## src/rtl/spi_arbiter.sv

```systemverilog
// spi_arbiter -- round-robin scheduler sharing one SPI master between
// NUM_REQ requesters. Each grant issues exactly one master transaction.
// The received word goes back to the owner together with a one-cycle ack.
// A guard gap of GAP_CYC idle cycles follows every transaction.
// A watchdog aborts a transfer that has not finished after TIMEOUT_CYC
// cycles in WAIT.
//
// Ports:
//   clk, rst_n        system clock (rising edge), async active-low reset
//   req               level request per requester, held until its ack
//   req_data          packed TX words, requester i at [i*DATA_WIDTH +: DATA_WIDTH]
//   ack               one-cycle completion pulse, one-hot or zero
//   err               one-cycle pulse with ack when the transfer timed out
//   rsp_data          last received word, updated on successful completion
//   grant_id          index of the current or last owner
//   grant_vld         high from ARB exit until DONE exit
//   spi_start         one-cycle start pulse to the master
//   spi_data_in       TX word to the master, stable for the whole transfer
//   spi_busy          master busy; blocks arbitration while high in IDLE
//   spi_finished      master completion pulse, honoured only in WAIT
//   spi_data_out      master RX word, sampled with spi_finished
module spi_arbiter #(
  parameter int NUM_REQ     = 4,
  parameter int DATA_WIDTH  = 12,
  parameter int RX_WIDTH    = 16,
  parameter int GAP_CYC     = 4,
  parameter int TIMEOUT_CYC = 4096
) (
  input  logic                          clk,
  input  logic                          rst_n,
  input  logic [NUM_REQ-1:0]            req,
  input  logic [NUM_REQ*DATA_WIDTH-1:0] req_data,
  output logic [NUM_REQ-1:0]            ack,
  output logic                          err,
  output logic [RX_WIDTH-1:0]           rsp_data,
  output logic [$clog2(NUM_REQ)-1:0]    grant_id,
  output logic                          grant_vld,
  output logic                          spi_start,
  output logic [DATA_WIDTH-1:0]         spi_data_in,
  input  logic                          spi_busy,
  input  logic                          spi_finished,
  input  logic [RX_WIDTH-1:0]           spi_data_out
);

  localparam int ID_W     = $clog2(NUM_REQ);
  localparam int CNT_MAX  = (TIMEOUT_CYC > GAP_CYC) ? TIMEOUT_CYC : GAP_CYC;
  localparam int CNT_W    = $clog2(CNT_MAX + 1);
  localparam int GAP_LAST = (GAP_CYC > 0) ? GAP_CYC - 1 : 0;

  typedef enum logic [2:0] {
    S_IDLE, S_ARB, S_START, S_WAIT, S_DONE, S_GAP
  } state_t;

  state_t                state_reg, state_next;
  logic [ID_W-1:0]       rr_ptr_reg, rr_ptr_next;
  logic [ID_W-1:0]       grant_id_reg;
  logic                  grant_vld_reg;
  logic [DATA_WIDTH-1:0] spi_data_in_reg;
  logic [RX_WIDTH-1:0]   rsp_data_reg;
  logic [CNT_W-1:0]      cnt_reg;
  logic                  timeout_reg;

  logic                  wait_expired;
  logic                  gap_expired;
  logic                  done_cyc;
  logic                  sel_found;
  logic [ID_W-1:0]       sel_idx;
  logic [ID_W-1:0]       cand_idx [NUM_REQ];
  logic [DATA_WIDTH-1:0] req_word [NUM_REQ];

  genvar gi;

  // Unpack the flat TX bus into one word per requester.
  generate
    for (gi = 0; gi < NUM_REQ; gi++) begin : g_word
      assign req_word[gi] = req_data[gi*DATA_WIDTH +: DATA_WIDTH];
    end
  endgenerate

  // cand_idx[k] = (rr_ptr + k) mod NUM_REQ. rr_ptr < NUM_REQ always, so
  // one conditional subtract is enough and non-power-of-two sizes work.
  generate
    for (gi = 0; gi < NUM_REQ; gi++) begin : g_cand
      logic [ID_W:0] sum;
      assign sum = {1'b0, rr_ptr_reg} + (ID_W+1)'(gi);
      assign cand_idx[gi] = (sum >= (ID_W+1)'(NUM_REQ))
                          ? ID_W'(sum - (ID_W+1)'(NUM_REQ))
                          : sum[ID_W-1:0];
    end
  endgenerate

  // First requester at or after rr_ptr. The scan runs downward so the
  // smallest offset is the last assignment and therefore wins.
  always_comb begin
    sel_found = 1'b0;
    sel_idx   = '0;
    for (int k = NUM_REQ - 1; k >= 0; k--) begin
      if (req[cand_idx[k]]) begin
        sel_found = 1'b1;
        sel_idx   = cand_idx[k];
      end
    end
  end

  assign wait_expired = (cnt_reg == CNT_W'(TIMEOUT_CYC - 1));
  assign gap_expired  = (cnt_reg == CNT_W'(GAP_LAST));
  assign rr_ptr_next  = (grant_id_reg == ID_W'(NUM_REQ - 1))
                      ? '0 : grant_id_reg + ID_W'(1);

  // State register
  always_ff @(posedge clk or negedge rst_n) begin
    if (!rst_n) state_reg <= S_IDLE;
    else        state_reg <= state_next;
  end

  // Next-state logic
  always_comb begin
    state_next = state_reg;
    case (state_reg)
      S_IDLE:  if (|req && !spi_busy) state_next = S_ARB;
      S_ARB:   state_next = sel_found ? S_START : S_IDLE;
      S_START: state_next = S_WAIT;
      S_WAIT:  if (spi_finished || wait_expired) state_next = S_DONE;
      S_DONE:  state_next = (GAP_CYC == 0) ? S_IDLE : S_GAP;
      S_GAP:   if (gap_expired) state_next = S_IDLE;
      default: state_next = S_IDLE;
    endcase
  end

  // Output logic
  always_comb begin
    done_cyc  = (state_reg == S_DONE);
    spi_start = (state_reg == S_START);
    err       = done_cyc && timeout_reg;
  end

  generate
    for (gi = 0; gi < NUM_REQ; gi++) begin : g_ack
      assign ack[gi] = done_cyc && (grant_id_reg == ID_W'(gi));
    end
  endgenerate

  // Datapath: grant capture, RX capture, pointer, shared WAIT/GAP counter.
  always_ff @(posedge clk or negedge rst_n) begin
    if (!rst_n) begin
      rr_ptr_reg      <= '0;
      grant_id_reg    <= '0;
      grant_vld_reg   <= 1'b0;
      spi_data_in_reg <= '0;
      rsp_data_reg    <= '0;
      cnt_reg         <= '0;
      timeout_reg     <= 1'b0;
    end else begin
      if (state_reg == S_ARB && sel_found) begin
        grant_id_reg    <= sel_idx;
        spi_data_in_reg <= req_word[sel_idx];
        grant_vld_reg   <= 1'b1;
      end
      if (state_reg == S_WAIT && spi_finished) rsp_data_reg <= spi_data_out;
      if (done_cyc) begin
        grant_vld_reg <= 1'b0;
        rr_ptr_reg    <= rr_ptr_next;
      end
      // Counter restarts on every state change, so it reads 0 in the first
      // WAIT or GAP cycle.
      if (state_next != state_reg)
        cnt_reg <= '0;
      else if (state_reg == S_WAIT || state_reg == S_GAP)
        cnt_reg <= cnt_reg + CNT_W'(1);
      // A finish in the last WAIT cycle beats the watchdog.
      if (state_reg == S_START)
        timeout_reg <= 1'b0;
      else if (state_reg == S_WAIT && !spi_finished && wait_expired)
        timeout_reg <= 1'b1;
    end
  end

  assign grant_id    = grant_id_reg;
  assign grant_vld   = grant_vld_reg;
  assign spi_data_in = spi_data_in_reg;
  assign rsp_data    = rsp_data_reg;

endmodule

```

## config.mk

```make
export PLATFORM = sky130hd
export DESIGN_NAME = spi_arbiter
export DESIGN_NICKNAME = d
export VERILOG_FILES = /design/src/rtl/spi_arbiter.sv
export SDC_FILE = /design/constraint.sdc
export NUM_CORES = 1
export LEC_CHECK = 0
export CORE_ASPECT_RATIO = 0.8
export CORE_MARGIN = 10
export CORE_UTILIZATION = 44
export CTS_CLUSTER_DIAMETER = 150
export DETAILED_ROUTE_END_ITERATION = 10
export PLACE_DENSITY = 0.81
export SKIP_LAST_GASP = 1
export SLEW_MARGIN = 5
export SYNTH_ARGS = -nofsm -noshare
export SYNTH_HDL_FRONTEND = slang
export SYNTH_SLANG_ARGS = --single-unit
export TNS_END_PERCENT = 20
```

## constraint.sdc

```tcl
create_clock -name clk -period 2.3 [get_ports clk]
set_clock_uncertainty 0.15 [all_clocks]
set_input_delay 0.345 -clock clk [delete_from_list [all_inputs] [get_ports clk]]
set_output_delay 0.345 -clock clk [all_outputs]
set_load 0.01 [all_outputs]
```

======== Yosys cells after proc, flatten, opt, wreduce, memory -nomap -nowiden ========
Cells that the tools add are included.
storage, ports and cells
  memories kept ........................... 0
  memory bits (read-only) ................. 0
  memory bits (writable) .................. 0
  register bits after elaboration ......... 50
  latch bits .............................. 0
  output and inout port bits .............. 37
  input port bits ......................... 72
  logic and storage cells ................. 93
cells by class
  shift-type cells ........................ 0
  multiply operators ...................... 0
  $add $sub $neg .......................... 9
  mux-type cells .......................... 35
  bitwise operators ....................... 1
  eq/ne operators ......................... 11
  reductions and logical operators ........ 20
  order comparisons ....................... 9
  div/mod/pow operators ................... 0
operator list
  cell                                                                   number
  13-bit two-way mux                                                     2
  12-bit binary-select mux with 2-bit select                             1
  12-bit two-way mux                                                     2
  2-bit two-way mux                                                      10
  3-bit case mux with 6 select lines                                     1
  13-bit by 1-bit adder with 13-bit output, second input constant        1
  13-bit by 12-bit == test with 1-bit output, second input constant      1
  13-bit by 2-bit == test with 1-bit output, second input constant       1
  3-bit >= comparator, second input constant                             4
  2-bit by 3-bit < comparator with 1-bit output, second input constant   4
  1-bit two-way mux                                                      12
  1-bit logical AND                                                      10
  3-bit two-way mux                                                      3
  1-bit binary-select mux with 2-bit select                              4
  2-bit by 1-bit subtractor with 2-bit output, second input constant     4
  2-bit by 2-bit adder with 3-bit output, second input constant          2
  3-bit by 2-bit == test with 1-bit output, second input constant        2
  3-bit == test, second input constant                                   2
  2-bit nonzero test                                                     3
  2-bit == test, second input constant                                   2
  4-bit OR reduction                                                     1
  2-bit by 1-bit adder with 3-bit output, second input constant          1
  3-bit by 1-bit == test with 1-bit output, second input constant        1
  2-bit by 3-bit >= comparator with 1-bit output, second input constant  1
  8 further kinds                                                        10

======== Logic depth before layout (Yosys ltp) ========
Gate-level depths: netlist of run 1.
  word-level depth ........................ 13
  mapped depth ............................ 7
  mapped depth without buffers ............ 6

======== Worst setup path after synthesis of run 1 ========
No wires, ideal clock.
  path kind ............................... reg2reg
  from .................................... register cnt_reg[0]
  to ...................................... register cnt_reg[3]
  data arrival time ....................... 1,665 ps
  path slack .............................. 367 ps
  path buffers ............................ 1
  stages on the path, launching flop included .. 8
  library setup time ...................... 119 ps
  data required time ...................... 2,031 ps
  clock period less this slack ............ 1,933 ps
  cells stage by stage .................... dfrtp_1 > ha_1 > or4b_1 > o31ai_1 > o311ai_1 > nand4_2 > buf_6 > nor2_1
on the way
  word-level cells in the longest chain between the ends .. 6
  elaborated cells on any way between the ends .. 11
  those cells by class .................... add/sub (1); eq/ne (3); mux (5); reduce/logical (2)
ends and longest elaborated chain
  what                                                      line  RTL
  start, declared                                           60    logic [CNT_W-1:0] cnt_reg;
  start signal, assigned                                    169   cnt_reg <= cnt_reg + CNT_W'(1);
  13-bit by 12-bit == test with 1-bit output                105   assign wait_expired = (cnt_reg == CNT_W'(TIMEOUT_CYC - 1));
  1-bit logical OR                                          123   S_WAIT: if (spi_finished || wait_expired) state_next = S_DONE;
  3-bit two-way mux                                         123
  3-bit case mux with 6 select lines                        119   case (state_reg)
  3-bit inequality test                                     166   if (state_next != state_reg)
  13-bit two-way mux or 2-bit nonzero test (tied branches)  n/a
Parallel ways exist; a longest one is shown, timed or not. The select of a mux whose other input is x is not followed.
A chain may end at the register's enable or synchronous reset.

======== Worst setup path after layout of run 1 ========
  from .................................... register state_reg[0]
  to ...................................... output ack[2]
on the way
  word-level cells in the longest chain between the ends .. 2
ends and longest elaborated chain
  what                    line  RTL
  start, declared         54    state_t state_reg, state_next;
  start signal, assigned  113   else state_reg <= state_next;
  3-bit == test           132   done_cyc = (state_reg == S_DONE);
  1-bit logical AND       139   assign ack[gi] = done_cyc && (grant_id_reg == ID_W'(gi));
  end, declared           33    output logic [NUM_REQ-1:0] ack,
No other way between the ends.

==> results of run 1 <==
final cells by class:
type / count / share of cell area (%)
clock buffer: 5 / 1.66
clock inverter: 3 / 0.969
inverter: 5 / 0.454
multi-input combinational: 194 / 34.2
sequential: 50 / 30.3
tap: 81 / 2.45
timing repair buffer: 126 / 30.0
through the flow:
step	setup TNS (ps)	setup WS, ps
after floorplan	0	367
after global placement	-2170	-179
after detailed placement	-2700	-227
after CTS	0	44.3
after global routing	-200	-54.9
final	0	50.0
layout by cell type (no fill, tap or decap), types with 2 or more instances in the layout:
cell and count:
dfrtp_1 49, xnor2_1 7, clkinv_2 2, a21o_1 3, a221o_1 12, o21ai_0 18, nor4_1 3, nand2_1 13
nand2_2 2, ha_1 5, mux2_4 9, inv_1 4, buf_4 15, clkbuf_8 5, mux2i_1 2, nand2b_1 4
nor2b_1 2, nor2_1 22, nand4_1 4, nor3_1 4, buf_12 2, a21oi_1 14, nand3_1 19, xor2_1 6
or2_2 2, clkdlybuf4s50_1 107, mux2_2 20, and3_1 5
cells by family after synthesis:
kind of cell / after synthesis / share of synthesized area [%]
and+or+nand+nor: 89 / 16.9
AOI/OAI and AO/OA: 56 / 14.0
DFF: 50 / 45.2
muxes: 31 / 13.8
buffers and inverters: 19 / 3.71
xor gates and xnor gates: 13 / 4.12
adders and majority gates: 5 / 2.26
what timing repair did:
item / 4_1_cts / 5_1_grt
resized for setup: 2 / 1
hold endpoints to repair: 23 / 0
hold buffers: 1 / 0
endpoints found under the setup margin: 5 / 17
metal layers:
layer	part of all wire [%]	GRT usage (%)	vias to the layer above	routed length, µm
met5	0	0	-	0
met4	2.0	4.93	0	166
met3	8.2	4.49	14	685
met2	48	26.8	105	3990
met1	42	20.4	1217	3490
li1	-	-	1193	-
critical path, cell delays in order, from the launching register on:
cell             delay [ps]
dfrtp_1                 510
inv_2                   210
and3_1                  180
clkdlybuf4s50_1         550
where the power goes:
group / switching, mW / internal [mW] / total [mW]
clock: 0.288 / 0.320 / 0.608
sequential: 0.218 / 1.19 / 1.41
combinational: 1.03 / 1.27 / 2.30
how the worst max path moves through the flow:
stage / slack (ps) / endpoint / startpoint
5_1_grt: -50 / ack[0] / state_reg[0]
6_report: 50 / ack[2] / state_reg[0]
4_1_cts: 40 / ack[2] / state_reg[0]
2_1_floorplan: 370 / cnt_reg[3] / cnt_reg[0]
3_5_place_dp: -230 / spi_data_in[1] / req[1]
3_3_place_gp: -180 / spi_data_in[3] / req[1]
==> run metrics, run 1 <==
die area=0.00988 mm²; placed cell area=0.00401 mm²; number of synthesized flops with an enable pin=0; Setup-failing EPs final=0; Cell Pwr Density=1050 mW/mm²; top-count cell post-synth=dfrtp_1; Worst Min Path Start=rsp_data[3]; reg2reg end=cnt_reg[11]; syn nets=340; Data required, critical path=1800 ps; CORE AREA=0.00601 mm²; via count=2529; CP startpoint kind=register; gr usage total=16.4%; post-DP HPWL=6650 µm; Final ANT Viol Nets=0; Top Ports=109; DR pass1 iterations=4; drt total wl=8330 µm; crit share post-route=97.8%; #FFs+latches synth=50; cell taking the most area after synthesis=dfrtp_1; Hold Crit Class=reg -> reg; Die X=109 µm; total grt overflow=0; Cells after Synth=263; largest net degree at the start of global routing=26; root buffer cell=clkbuf_8; asr flop ratio synth=100%; Synth cell types=44; Iter 0 DRT Violations=188; Filler Cell Count=465; Post-Syn Area=0.00277 mm²; clock buffer count from CTS=5; vias per cell=5.45; Pleak=1.75 nW; worst r2r src=cnt_reg[0]; H-tree Lvls=2; # Post-CTS Setup Buffers=0; RSZ-0062 raised after global routing=true; syn_area_per_cell=10.5 µm²; Fin. Hold Viols=0; pins over their slew limit=0; Fmax=444 MHz; Max-slew headroom=43.0%; worst path arrival time=1760 ps; Largest register FFs=16; Clock Path Buffers=2; final design utilization=68.8%; Slew @ Worst Pin=855 ps; post-layout total power=4.32 mW; r2r setup slk=140 ps; Max FO, Critical Path=10; area delta synth->final=49.5%; commonest cells in the netlist=dfrtp_1 (50), nor2_1 (23), mux2_2 (20); Site Rows=25; worst skew pair latency=300 ps; WHS Path Cells=1; GP Congestion=0.857; NumNets Final=459; register area=0.00125 mm²; Multi-input gate area=0.00141 mm²; most common flop cell mapped by yosys=dfrtp_1; clock transition at the registers of the reported paths=90 ps; initial antenna violation count=0; crit path capture type=output pin; Cells after DPL=455; fin area=0.00413 mm²; Hold Worst Slack=359 ps; Final Non-Filler Cells=464; peak supply drop=0.557 mV; # diodes=0; R2R cell count=7; number of global-route vias before repair=2525; max-cap check violation count=0; Initial Utilization=46.0%; largest cells by area after synthesis=dfrtp_1 (45%), mux2_2 (8.1%), mux2_4 (4.9%); Wirelength per Cell=18.0 µm; status=complete, no violations; share of layout cells above drive strength 1=17.5%; Hold Path End=rsp_data[3]; post-synthesis sequential area ratio=45.2%; CP Class=reg -> out; Die Ht=90.9 µm; global-route wire length before repair=13200 µm; fin crit period=2250 ps; clock sinks=50; drc violations=0; CTS tree=built; synth warn=0; top-area cell type share of the netlist area=45.2%; number of port buffers=108
Power figures use the tool's default switching activity.
==> run 2, diff against run 1 <==
--- a/config.mk
+++ b/config.mk
@@ -12,7 +12,7 @@
 export DETAILED_ROUTE_END_ITERATION = 10
 export PLACE_DENSITY = 0.81
 export SKIP_LAST_GASP = 1
-export SLEW_MARGIN = 5
+export SLEW_MARGIN = 20
 export SYNTH_ARGS = -nofsm -noshare
 export SYNTH_HDL_FRONTEND = slang
 export SYNTH_SLANG_ARGS = --single-unit
==> results of run 2 <==
Final layout, timing and power as in run 1 (identical DEF).
